[config.mk]
export PLATFORM = sky130hd
export DESIGN_NAME = lfsr_stream
export DESIGN_NICKNAME = d
export VERILOG_FILES = /design/src/rtl/lfsr_stream.sv
export SDC_FILE = /design/constraint.sdc
export NUM_CORES = 1
export LEC_CHECK = 0
export CAP_MARGIN = 20
export CORE_ASPECT_RATIO = 1.5
export CORE_MARGIN = 2
export CORE_UTILIZATION = 46
export DETAILED_ROUTE_END_ITERATION = 10
export PLACE_DENSITY = 0.78
export SLEW_MARGIN = 40
export SYNTH_ARGS = -nofsm -noshare
export SYNTH_HDL_FRONTEND = slang
export SYNTH_SLANG_ARGS = --single-unit
[constraint.sdc]
create_clock -name clk -period 1.9 [get_ports clk]
set_input_delay 0.38 -clock clk [delete_from_list [all_inputs] [get_ports clk]]
set_output_delay 0.38 -clock clk [all_outputs]
set_load 0.005 [all_outputs]
[src/rtl/lfsr_stream.sv]
// Fibonacci LFSR pseudo-random source with seed load, zero-seed guard and period measurement.
// Latency: a load or an advance shows on out_data one cycle after the edge; out_data comes straight from a flop.
// Backpressure: free-run mode ignores out_ready and drops unaccepted values; on-demand mode holds out_data until out_ready.
//
// Ports:
//   clk, rst        rising-edge clock, asynchronous active-high reset
//   load, seed      seed load strobe and value (a zero seed is replaced by INIT and flagged)
//   mode            0 = free-run (step every cycle), 1 = on-demand (step on out_valid && out_ready)
//   out_ready       consumer ready
//   out_valid       out_data valid (rises on the first edge after reset)
//   out_data        current LFSR state
//   lockup          sticky: the last load carried a zero seed
//   wrap            one-cycle pulse while out_data shows the start value again
//   period          step count of the last completed cycle, 0 until the first wrap
module lfsr_stream #(
   parameter int               WIDTH = 8,
   parameter logic [WIDTH-1:0] TAPS  = 8'h1D,
   parameter logic [WIDTH-1:0] INIT  = 8'h01
) (
   input  logic             clk,
   input  logic             rst,
   input  logic             load,
   input  logic [WIDTH-1:0] seed,
   input  logic             mode,
   input  logic             out_ready,
   output logic             out_valid,
   output logic [WIDTH-1:0] out_data,
   output logic             lockup,
   output logic             wrap,
   output logic [WIDTH-1:0] period
);

   localparam logic [WIDTH-1:0] ZERO = '0;
   localparam logic [WIDTH-1:0] ONE  = {{(WIDTH-1){1'b0}}, 1'b1};

   logic [WIDTH-1:0] state_q,    state_d;
   logic [WIDTH-1:0] start_q,    start_d;
   logic [WIDTH-1:0] step_cnt_q, step_cnt_d;
   logic [WIDTH-1:0] period_q,   period_d;
   logic             lockup_q,   lockup_d;
   logic             out_valid_q, out_valid_d;
   logic             wrap_q,     wrap_d;

   logic             fb;
   logic [WIDTH-1:0] next_state;
   logic             advance;
   logic             seed_zero;

   // Feedback from the tapped bits; the new bit enters at the MSB.
   assign fb         = ^(state_q & TAPS);
   assign next_state = {fb, state_q[WIDTH-1:1]};

   // out_valid is part of the condition so the edge that releases reset
   // only raises out_valid and never steps the state.
   assign advance   = !load && out_valid_q && (!mode || out_ready);
   assign seed_zero = (seed == ZERO);

   always_comb begin
      state_d     = state_q;
      start_d     = start_q;
      step_cnt_d  = step_cnt_q;
      period_d    = period_q;
      lockup_d    = lockup_q;
      out_valid_d = 1'b1;
      wrap_d      = 1'b0;

      if (load) begin
         // A zero seed would lock the register at zero forever, so it is
         // replaced by INIT and the substitution is reported on lockup.
         if (seed_zero) begin
            state_d  = INIT;
            start_d  = INIT;
            lockup_d = 1'b1;
         end else begin
            state_d  = seed;
            start_d  = seed;
            lockup_d = 1'b0;
         end
         step_cnt_d = ZERO;
      end else if (advance) begin
         state_d = next_state;
         if (next_state == start_q) begin
            // Registered together with state, so wrap lines up with the
            // cycle in which out_data shows the start value again.
            wrap_d     = 1'b1;
            period_d   = step_cnt_q + ONE;
            step_cnt_d = ZERO;
         end else begin
            step_cnt_d = step_cnt_q + ONE;
         end
      end
   end

   always_ff @(posedge clk or posedge rst) begin
      if (rst) begin
         state_q     <= INIT;
         start_q     <= INIT;
         step_cnt_q  <= ZERO;
         period_q    <= ZERO;
         lockup_q    <= 1'b0;
         out_valid_q <= 1'b0;
         wrap_q      <= 1'b0;
      end else begin
         state_q     <= state_d;
         start_q     <= start_d;
         step_cnt_q  <= step_cnt_d;
         period_q    <= period_d;
         lockup_q    <= lockup_d;
         out_valid_q <= out_valid_d;
         wrap_q      <= wrap_d;
      end
   end

   assign out_valid = out_valid_q;
   assign out_data  = state_q;
   assign lockup    = lockup_q;
   assign wrap      = wrap_q;
   assign period    = period_q;

endmodule

Yosys cells after proc, flatten, opt, wreduce, memory -nomap -nowiden
Cells that the tools add are included.
{ "word_totals": {"romBits": 0, "ram_bits": 0, "register_bits": 35, "n_memories": 0, "out_inout_bits": 19, "latchBits": 0, "input_bits": 13} }
{ "op_classes": {"muxes": 10, "bitwise_logic": 1, "n_eq_ne": 1, "add_sub_neg": 1, "div": 0, "mul": 0, "n_lt_le_gt_ge": 0, "reduce_logical": 9, "n_shift": 0} }
{ "ops": {"columns": ["cell", "count"], "rows": [
  ["2-to-1 mux 8 bit", 6],
  ["adder 8 x 1 -> 8 bit, second input constant", 1],
  ["== test 8 bit", 1],
  ["logical NOT 8 bit", 1],
  ["parity 8 bit", 1],
  ["2-to-1 mux 1 bit", 4],
  ["AND reduction 3 bit", 1],
  ["logical AND 1 bit", 2],
  ["logical NOT 1 bit", 2],
  ["nonzero test 2 bit", 1],
  ["logical OR 1 bit", 1],
  ["NOT 1 bit", 1]
]} }

Depth between registers and ports, before layout
Gate-level depths: netlist of the first run.
{ "depth": {"word_depth": 5, "ltp_mapped": 6} }

Worst setup path before layout of the first run
No wires, ideal clock.
{ "synth_timing": {"path_type": "register -> register", "from": "register state_q[3], in the netlist out_data[3]", "to": "register period_q[1], in the netlist period[1]", "arrival_time_ns": 1.936, "path_slack_ns": -0.161, "synth_period_minus_slack_ns": 2.061, "path_stages_with_launch": 7, "setup_ns": 0.125, "required_ns": 1.775, "cell_sequence": "dfrtp_1 -> xor2_1 -> nor4_1 -> nand4_2 -> or3_1 -> buf_6 -> mux2_4"} }
{ "synth_via": {"elab_chain_cells": 3} }
{ "synth_lines": {"columns": ["element", "line", "rtl"], "rows": [
  ["start: declaration", "36", "logic [WIDTH-1:0] state_q, state_d;"],
  ["start signal: assignment", "104", "state_q <= state_d;"],
  ["parity 8 bit", "50", "assign fb = ^(state_q & TAPS);"],
  ["== test 8 bit (*)", "82", "if (next_state == start_q) begin"],
  ["AND reduction 3 bit (no source line) (*)", null, null],
  ["end signal: assignment", "107", "period_q <= period_d;"],
  ["end: declaration", "39", "logic [WIDTH-1:0] period_q, period_d;"]
]} }
Every way passes the cells marked *; elsewhere a longest branch is shown, timed or not.
A chain may end at the register's enable or synchronous reset.

Final worst setup path of the first run
{ "layout_timing": {"from": "register step_cnt_q[1]", "to": "register period_q[6], in the netlist period[6]"} }
{ "layout_via": {"elab_chain_cells": 1} }
{ "layout_lines": {"columns": ["element", "line", "rtl"], "rows": [
  ["start: declaration", "38", "logic [WIDTH-1:0] step_cnt_q, step_cnt_d;"],
  ["start signal: assignment", "106", "step_cnt_q <= step_cnt_d;"],
  ["adder 8 x 1 -> 8 bit", "86", "period_d = step_cnt_q + ONE;"]
]} }
No other way between the ends.

==> results by group, run 1 <==
STA
  – Final Setup Violations: 0
  – RSZ-0062 raised after global routing: true
  – Final WS setup: between 0.007 and 0.008 ns
  – Setup TNS: 0 ns
  – Count of final hold-check violations: 0
  – Fmax achieved: 0.528 GHz
  – Final clock skew: 0.00367 ns
  – Slew Viols, Final: 0
  – Fin crit period: 1.89 ns
  – Final Cycle Share: 0.996

Power
  – Clock Power Share: 0.335
  – Psw: 481 uW
  – Static Leak: 0.00108 uW
  – Flop pwr share: 0.461
  – Internal power: between 1000 and 1500 uW
  – VDD IR-drop max: 0.668 mV
  – Comb pwr share: 0.203
  – PwrDens: 796 nW/um^2
  – Sw Share: 0.268

GRT
  – First-pass GRT wire length: 6.26 mm
  – Total grt overflow: 0
  – Number of global-route vias before repair: 1447
  – Largest net degree at the start of global routing: 36
  – GRT Overall Usage: 0.212
  – Antenna violations before repair: 0

Cells and area
  – Layout area overhead: 36.6%
  – Fraction of layout cells with a size suffix above 1: 0.206
  – Nets@finish: 231
  – Antenna Cells: 0

Clock tree
  – Cts hold-fix bufs: 0
  – Clk buf depth: 2
  – Num CTS Buffers: 5
  – Root Buffer: clkbuf_8
  – CTS sink count: 35
  – Clk Latency, worst-skew pair: between 0.2 and 0.3 ns
  – H-tree Lvls: 2
  – CTS tree: built
  – Clk slew on worst S/H paths: 0.07 ns

Floorplan
  – Die area: 4100 um^2
  – Row Count: 26
  – Chip height: 77.4 um
  – Starting Density: 0.484
  – Core ar.: 3420 um^2
  – Die W: 52.9 um
  – Top Ports: 32

Synthesis
  – Synth top cells by count: dfrtp_1, nand2_1, o21ai_0
  – Yosys cell types: 29
  – Most numerous cell in the Yosys netlist: dfrtp_1
  – Post-synth EDFFs: 0
  – Top-area cell type share of the netlist area: 0.500
  – Register area share after synthesis: 0.532
  – Syn Area/Cell: a little over 10 um^2
  – Mapped Area: 1650 um^2
  – Leading area contributor after synthesis: dfrtp_1
  – Mapped Cells: between 150 and 200
  – Asr flop ratio synth: 1.00
  – Top cells by area, synth: dfrtp_1, nand2_1, o21ai_0
  – Register bit total from synthesis: 35
  – Ys Warns: 0
  – Post-synth top flop: dfrtp_1
  – Mapped Nets: 178

Worst setup path
  – Register-to-Register Path Depth: 6
  – WS Path Type: reg2reg
  – Critical Path RT: 2.08 ns
  – CP Launch Type: flip-flop
  – Max FO, Critical Path: 4
  – Worst Path Arrival: 2.07 ns
  – Crit path capture type: flip-flop

Detailed routing
  – Pre-antenna DRT Iters: 4
  – Post-route ant nets: 0
  – Vias per cell: 5.20
  – Post-route DRC: 0
  – DRT iter0 DRCs: 26
  – Via count: 1352
  – Routed length per instance: 14.5 um
  – Routed Wire Length: 3.78 mm

Flow run
  – Max cap viols: 0

Status
  – Status: finished, final reports clean

Placed design
  – Routability Congestion: 0.864
  – Dpl hpwl: ~2.8 mm
  – Place WS: -0.197 ns
  – Number of port buffers: 31

Hold path
  – Hold WC Path Type: in2async
[cells by family after synthesis]
group / synth area share
mux: 0.0455
other cells: 0.00227
buf+inv: 0.0432
fa+ha+maj: 0.00757
xor+xnor: 0.0735
flops: 0.532
compound gates: 0.129
simple gates: 0.167
[worst paths after layout]
check                                          start                        end  slack (ns)
setup / recovery           step_cnt_q[1]$_DFFE_PP0P_      period[6]$_DFFE_PP0P_       0.008
hold / removal                                   rst  step_cnt_q[7]$_DFFE_PP0P_        0.49
setup reg to reg           step_cnt_q[1]$_DFFE_PP0P_      period[6]$_DFFE_PP0P_       0.008
hold reg to reg                period[2]$_DFFE_PP0P_      period[2]$_DFFE_PP0P_        0.51
max in group asynchronous                        rst     start_q[0]$_DFFE_PP1P_        1.07
min in group clk               period[2]$_DFFE_PP0P_      period[2]$_DFFE_PP0P_        0.51
[timing repair]
action                     4_1_cts  5_1_grt
buffers inserted                 1        0
setup endpoints to repair        9       11
pin swaps                        2        1
gates resized for setup          3        4
[power by group through the flow]
stage	combinational, uW	clock, uW	sequential, uW
floorplan	154	0	845
global placement	346	0	840
detailed placement	358	0	842
CTS	370	617	828
global route	397	650	833
finish	365	602	828
[per-layer routing]
metal | up-vias | part of all wire | global-route usage
met2 | 40 | 0.56 | 0.379
li1 | 658 | - | -
met1 | 646 | 0.37 | 0.209
met4 | 0 | 0.024 | 0.108
met3 | 8 | 0.041 | 0.0635
met5 | - | 0 | 0
[flip-flops by register name, summed over array words and instances (netlist names)]
| signal | cells |
|---|---|
| out_data | 8 |
| out_valid | 1 |
| period | 8 |
| step_cnt_q | 8 |
| wrap | 1 |
| lockup | 1 |
| start_q | 8 |
[critical path, cell delays in order (launching register included)]
cell and delay (ns):
dfrtp_1 0.39, ha_2 0.21, nand3_1 0.11, or2_2 0.32, and2_1 0.17, or2_2 0.30, mux2_4 0.27
[per-stage QoR]
stage                     instances  power [uW]  hold slack (ns)  area, um^2  utilization
after CTS                       260        1810            0.511        2250        0.660
after global routing            260        1880            0.543        2260        0.660
final                           260        1790            0.493        2260        0.660
after global placement          251        1190            0.488        2130        0.624
after floorplan                 164         999            0.470        1650            -
after detailed placement        251        1200            0.488        2130        0.624
[layout by cell type, fill, tap and decap left out, drive strengths merged]
cell type and instances:
inv 12, buf 20, clkdlybuf4s50 31, and3 1, nor2b 2, o21ai 17
nand3b 1, dfrtp 33, clkinvlp 1, mux2 5, nand2 29, dfstp 2
a22oi 8, xnor2 7, or4 1, nand4 1, and2 3, clkbuf 7
o221ai 4, nor2 7, nand2b 1, o31ai 3, nor4 2, xor2 6
ha 1, or3 1, a21oi 2, nand3 4, or2 5, conb 1
[final cells by class]
type	count	area, um^2
fill	277	1160
sequential	35	878
multi-input combinational	112	716
timing repair buffer	51	460
clock buffer	7	96.3
tap	42	52.6
inverter	12	45.0
clock inverter	1	7.51
No activity file was read; power rests on OpenSTA's default activity.
==> inputs of run 2 (changes only) <==
--- a/config.mk
+++ b/config.mk
@@ -11,7 +11,6 @@
 export CORE_UTILIZATION = 46
 export DETAILED_ROUTE_END_ITERATION = 10
 export PLACE_DENSITY = 0.78
-export SLEW_MARGIN = 40
 export SYNTH_ARGS = -nofsm -noshare
 export SYNTH_HDL_FRONTEND = slang
 export SYNTH_SLANG_ARGS = --single-unit
==> results of run 2 <==
Same layout as run 1: the final DEF is identical, and so are final timing and power.
==> inputs of run 3 (changes only) <==
--- a/config.mk
+++ b/config.mk
@@ -10,6 +10,7 @@
 export CORE_MARGIN = 2
 export CORE_UTILIZATION = 46
 export DETAILED_ROUTE_END_ITERATION = 10
+export GPL_TIMING_DRIVEN = 0
 export PLACE_DENSITY = 0.78
 export SYNTH_ARGS = -nofsm -noshare
 export SYNTH_HDL_FRONTEND = slang
==> run 3 against run 2 <==
The flow now finishes with violations (negative setup slack). Sequential share of layout area is 1.1 points higher. Register-to-register slack worse by 0.18 ns. Clock power is 18% lower. Utilization is 1.8 points lower. Setup slack worse by 0.18 ns. Wire length is 0.95% lower. Count of clock-buffer cells in the layout is 1 lower. Global-route usage hardly changed. Design area is 2.7% lower. Combinational power is 7.4% lower. Sequential power is 1% higher. Critical path depth stayed put. Critical path type unchanged. Largest cell class unchanged.
==> results by group, run 3 (same netlist as run 1, synthesis figures left out) <==
STA
  – Final clock skew: 0.00329 ns (-0.000382 ns)
  – Fmax achieved: 0.483 GHz (-8.7%)
  – Slew headroom: 0.484
  – Fin crit period: 2.07 ns (+0.179 ns)
  – Count of final hold-check violations: 0 (unchanged)
  – Final WS setup: -0.171 ns (-0.179 ns)
  – Final Cycle Share: 1.09 (+0.0943)
  – RSZ-0062 raised after global routing: true
  – Slew Viols, Final: 0 (unchanged)
  – Worst slew pin tran: 0.774 ns
  – Final Setup Violations: 5 (+5)

Worst setup path
  – Crit path max-delay cell type: dfrtp_1
  – CP delay by family, top: simple AND/OR/NAND/NOR gates
  – RR Endpoint: period[5]$_DFFE_PP0P_
  – WP depth: 6 (unchanged)
  – Bufs and invs on worst path: 1 (+1)
  – Crit path capture type: flip-flop
  – Reg-to-reg startpoint: out_data[2]$_DFFE_PP0P_
  – Worst Path Arrival: 2.25 ns (+0.18 ns)
  – Critical Path RT: 2.07 ns (about the same)
  – CP Launch Type: flip-flop
  – Worst path max stage delay: 0.45 ns (+0.06 ns)
  – Flop2flop setup slack: -0.17 ns (-0.18 ns)
  – Crit-path cells: xor2_1 -> nor4_2 -> nand4_2 -> or3_4 -> buf_6 -> mux2_4
  – WS Path Type: reg2reg
  – Crit path from: out_data[2]$_DFFE_PP0P_
  – Register-to-Register Path Depth: 6 (unchanged)
  – Crit path capture: period[5]$_DFFE_PP0P_
  – Max FO, Critical Path: 5 (+1)

Floorplan
  – Row Count: 26 (unchanged)
  – Die area: 4100 um^2 (unchanged)
  – Chip height: 77.4 um (unchanged)
  – Die W: 52.9 um (unchanged)
  – Core ar.: 3420 um^2 (unchanged)
  – Top Ports: 32 (unchanged)
  – Starting Density: 0.484 (unchanged)

Placed design
  – Dpl hpwl: 2.79 mm (-1.6%)
  – Number of port buffers: 31 (unchanged)
  – Placed insts: 238 (-5.2%)
  – Routability Congestion: 0.851 (-1.5%)
  – Place WS: -0.421 ns (-0.224 ns)

Cells and area
  – Most frequent cells in the layout: dfrtp_1, clkdlybuf4s50_1, nand2_1, o21ai_0, inv_1
  – Antenna Cells: 0 (unchanged)
  – Layout Utilization: 0.643 (-0.0176)
  – Fraction of layout cells with a size suffix above 1: 0.169 (-0.0373)
  – Non-filler cells, final: 249 (-4.2%)
  – Nets@finish: 222 (-3.9%)
  – Layout area overhead: 33.0%
  – Commonest non-fill, non-tap cell in the layout: dfrtp_1

Detailed routing
  – Met3 wire length: 139 um (-10%)
  – Routed length per instance: 15.0 um (+3.4%)
  – Via count: 1345 (-0.52%)
  – Routed Wire Length: 3.75 mm (-0.95%)
  – Post-route ant nets: 0 (unchanged)
  – DR WL met2: 2.10 mm (-1.5%)
  – DRT iter0 DRCs: 25 (-3.8%)
  – Pre-antenna DRT Iters: 4 (unchanged)
  – Vias per cell: 5.40 (+3.9%)
  – Met1 WL: 1.40 mm (-0.29%)
  – Post-route DRC: 0 (unchanged)
  – Highest Signal Layer: met4

GRT
  – Antenna violations before repair: 0 (unchanged)
  – Largest net degree at the start of global routing: 19 (-47%)
  – Number of global-route vias before repair: 1453 (+0.41%)
  – First-pass GRT wire length: 6.29 mm (+0.43%)
  – Total grt overflow: 0 (unchanged)
  – GRT Overall Usage: 0.211 (-0.000413)

Power
  – Static Leak: 0.00104 uW (-4.3%)
  – Flop pwr share: 0.502 (+0.041)
  – Tot Pwr: 1670 uW (-6.9%)
  – VDD IR-drop max: 0.592 mV (-11%)
  – PwrDens: 761 nW/um^2 (-4.4%)
  – Sw Share: 0.278 (+0.0100)
  – Psw: 465 uW (-3.4%)
  – Clock Power Share: 0.296 (-0.039)
  – Comb pwr share: 0.202 (about the same)
  – Internal power: 1210 uW (-8.2%)

Clock tree
  – Root Buffer: clkbuf_8
  – H-tree Lvls: 2 (unchanged)
  – Num CTS Buffers: 5 (unchanged)
  – Clk Latency, worst-skew pair: 0.29 ns (about the same)
  – Cts hold-fix bufs: 0 (unchanged)
  – CTS sink count: 35 (unchanged)
  – CTS tree: built
  – Clk buf depth: 2 (unchanged)
  – Clk slew on worst S/H paths: 0.06 ns (about the same)

Status
  – Status: finished, violations left
  – Failing checks: negative setup slack

Hold path
  – Hold WC Path Type: reg2reg

Flow run
  – Max cap viols: 0 (unchanged)
==> run 3: worst min path at each step <==
stage                                end                 startpoint  cells past startpoint
2_1_floorplan  step_cnt_q[7]$_DFFE_PP0P_  step_cnt_q[7]$_DFFE_PP0P_                      2
3_3_place_gp   step_cnt_q[7]$_DFFE_PP0P_  step_cnt_q[7]$_DFFE_PP0P_                      2
3_5_place_dp      start_q[0]$_DFFE_PP1P_     start_q[0]$_DFFE_PP1P_                      2
4_1_cts           start_q[0]$_DFFE_PP1P_     start_q[0]$_DFFE_PP1P_                      2
5_1_grt            period[7]$_DFFE_PP0P_      period[7]$_DFFE_PP0P_                      2
6_report          start_q[0]$_DFFE_PP1P_     start_q[0]$_DFFE_PP1P_                      2
==> run 3: timing repair <==
item / 4_1_cts / 5_1_grt
setup buffers: 3 / 1
cloned: 0 / 1
setup endpoints to repair: 13 / 22
pin swaps: 2 / 0
gates resized for setup: 4 / 10
==> run 3: per-layer routing <==
layer	vias to the layer above	GRT usage
li1	642	-
met1	655	0.212
met2	38	0.384
met3	10	0.0365
met4	0	0.123
met5	-	0
==> run 3: worst min-delay path: cells and delay by family (launching register included) <==
| kind | cells | cell delay [ns] |
|---|---|---|
| AO/OA/AOI/OAI | 1 | 0.05 |
| flip-flops | 1 | 0.37 |
| AND/OR/NAND/NOR | 1 | 0.08 |
==> run 3: per-stage QoR <==
| step | area (um^2) | hold WS (ns) | setup TNS (ns) |
|---|---|---|---|
| after floorplan | 1650 | 0.470 | -0.715 |
| after global placement | 2010 | 0.486 | -6.52 |
| after detailed placement | 2040 | 0.488 | -7.39 |
| after CTS | 2150 | 0.501 | -0.800 |
| after global routing | 2200 | 0.525 | -1.18 |
| final | 2200 | 0.500 | -0.843 |
==> run 3: power by group through the flow <==
stage,logic [uW],clock network (uW),registers (uW)
2_1_floorplan,154,0,845
3_5_place_dp,285,0,853
4_1_cts,313,509,837
5_1_grt,366,542,844
3_3_place_gp,272,0,851
6_report,338,494,839
==> run 3: area by class of cell <==
| class | instances | area (um^2) |
|---|---|---|
| Fill cell | 284 | 1220 |
| Sequential cell | 35 | 880 |
| Multi-Input combinational cell | 112 | 744 |
| Timing Repair Buffer | 37 | 373 |
| Clock buffer | 6 | 72.6 |
| Tap cell | 42 | 52.6 |
| Inverter | 12 | 45.0 |
| Buffer | 5 | 28.8 |
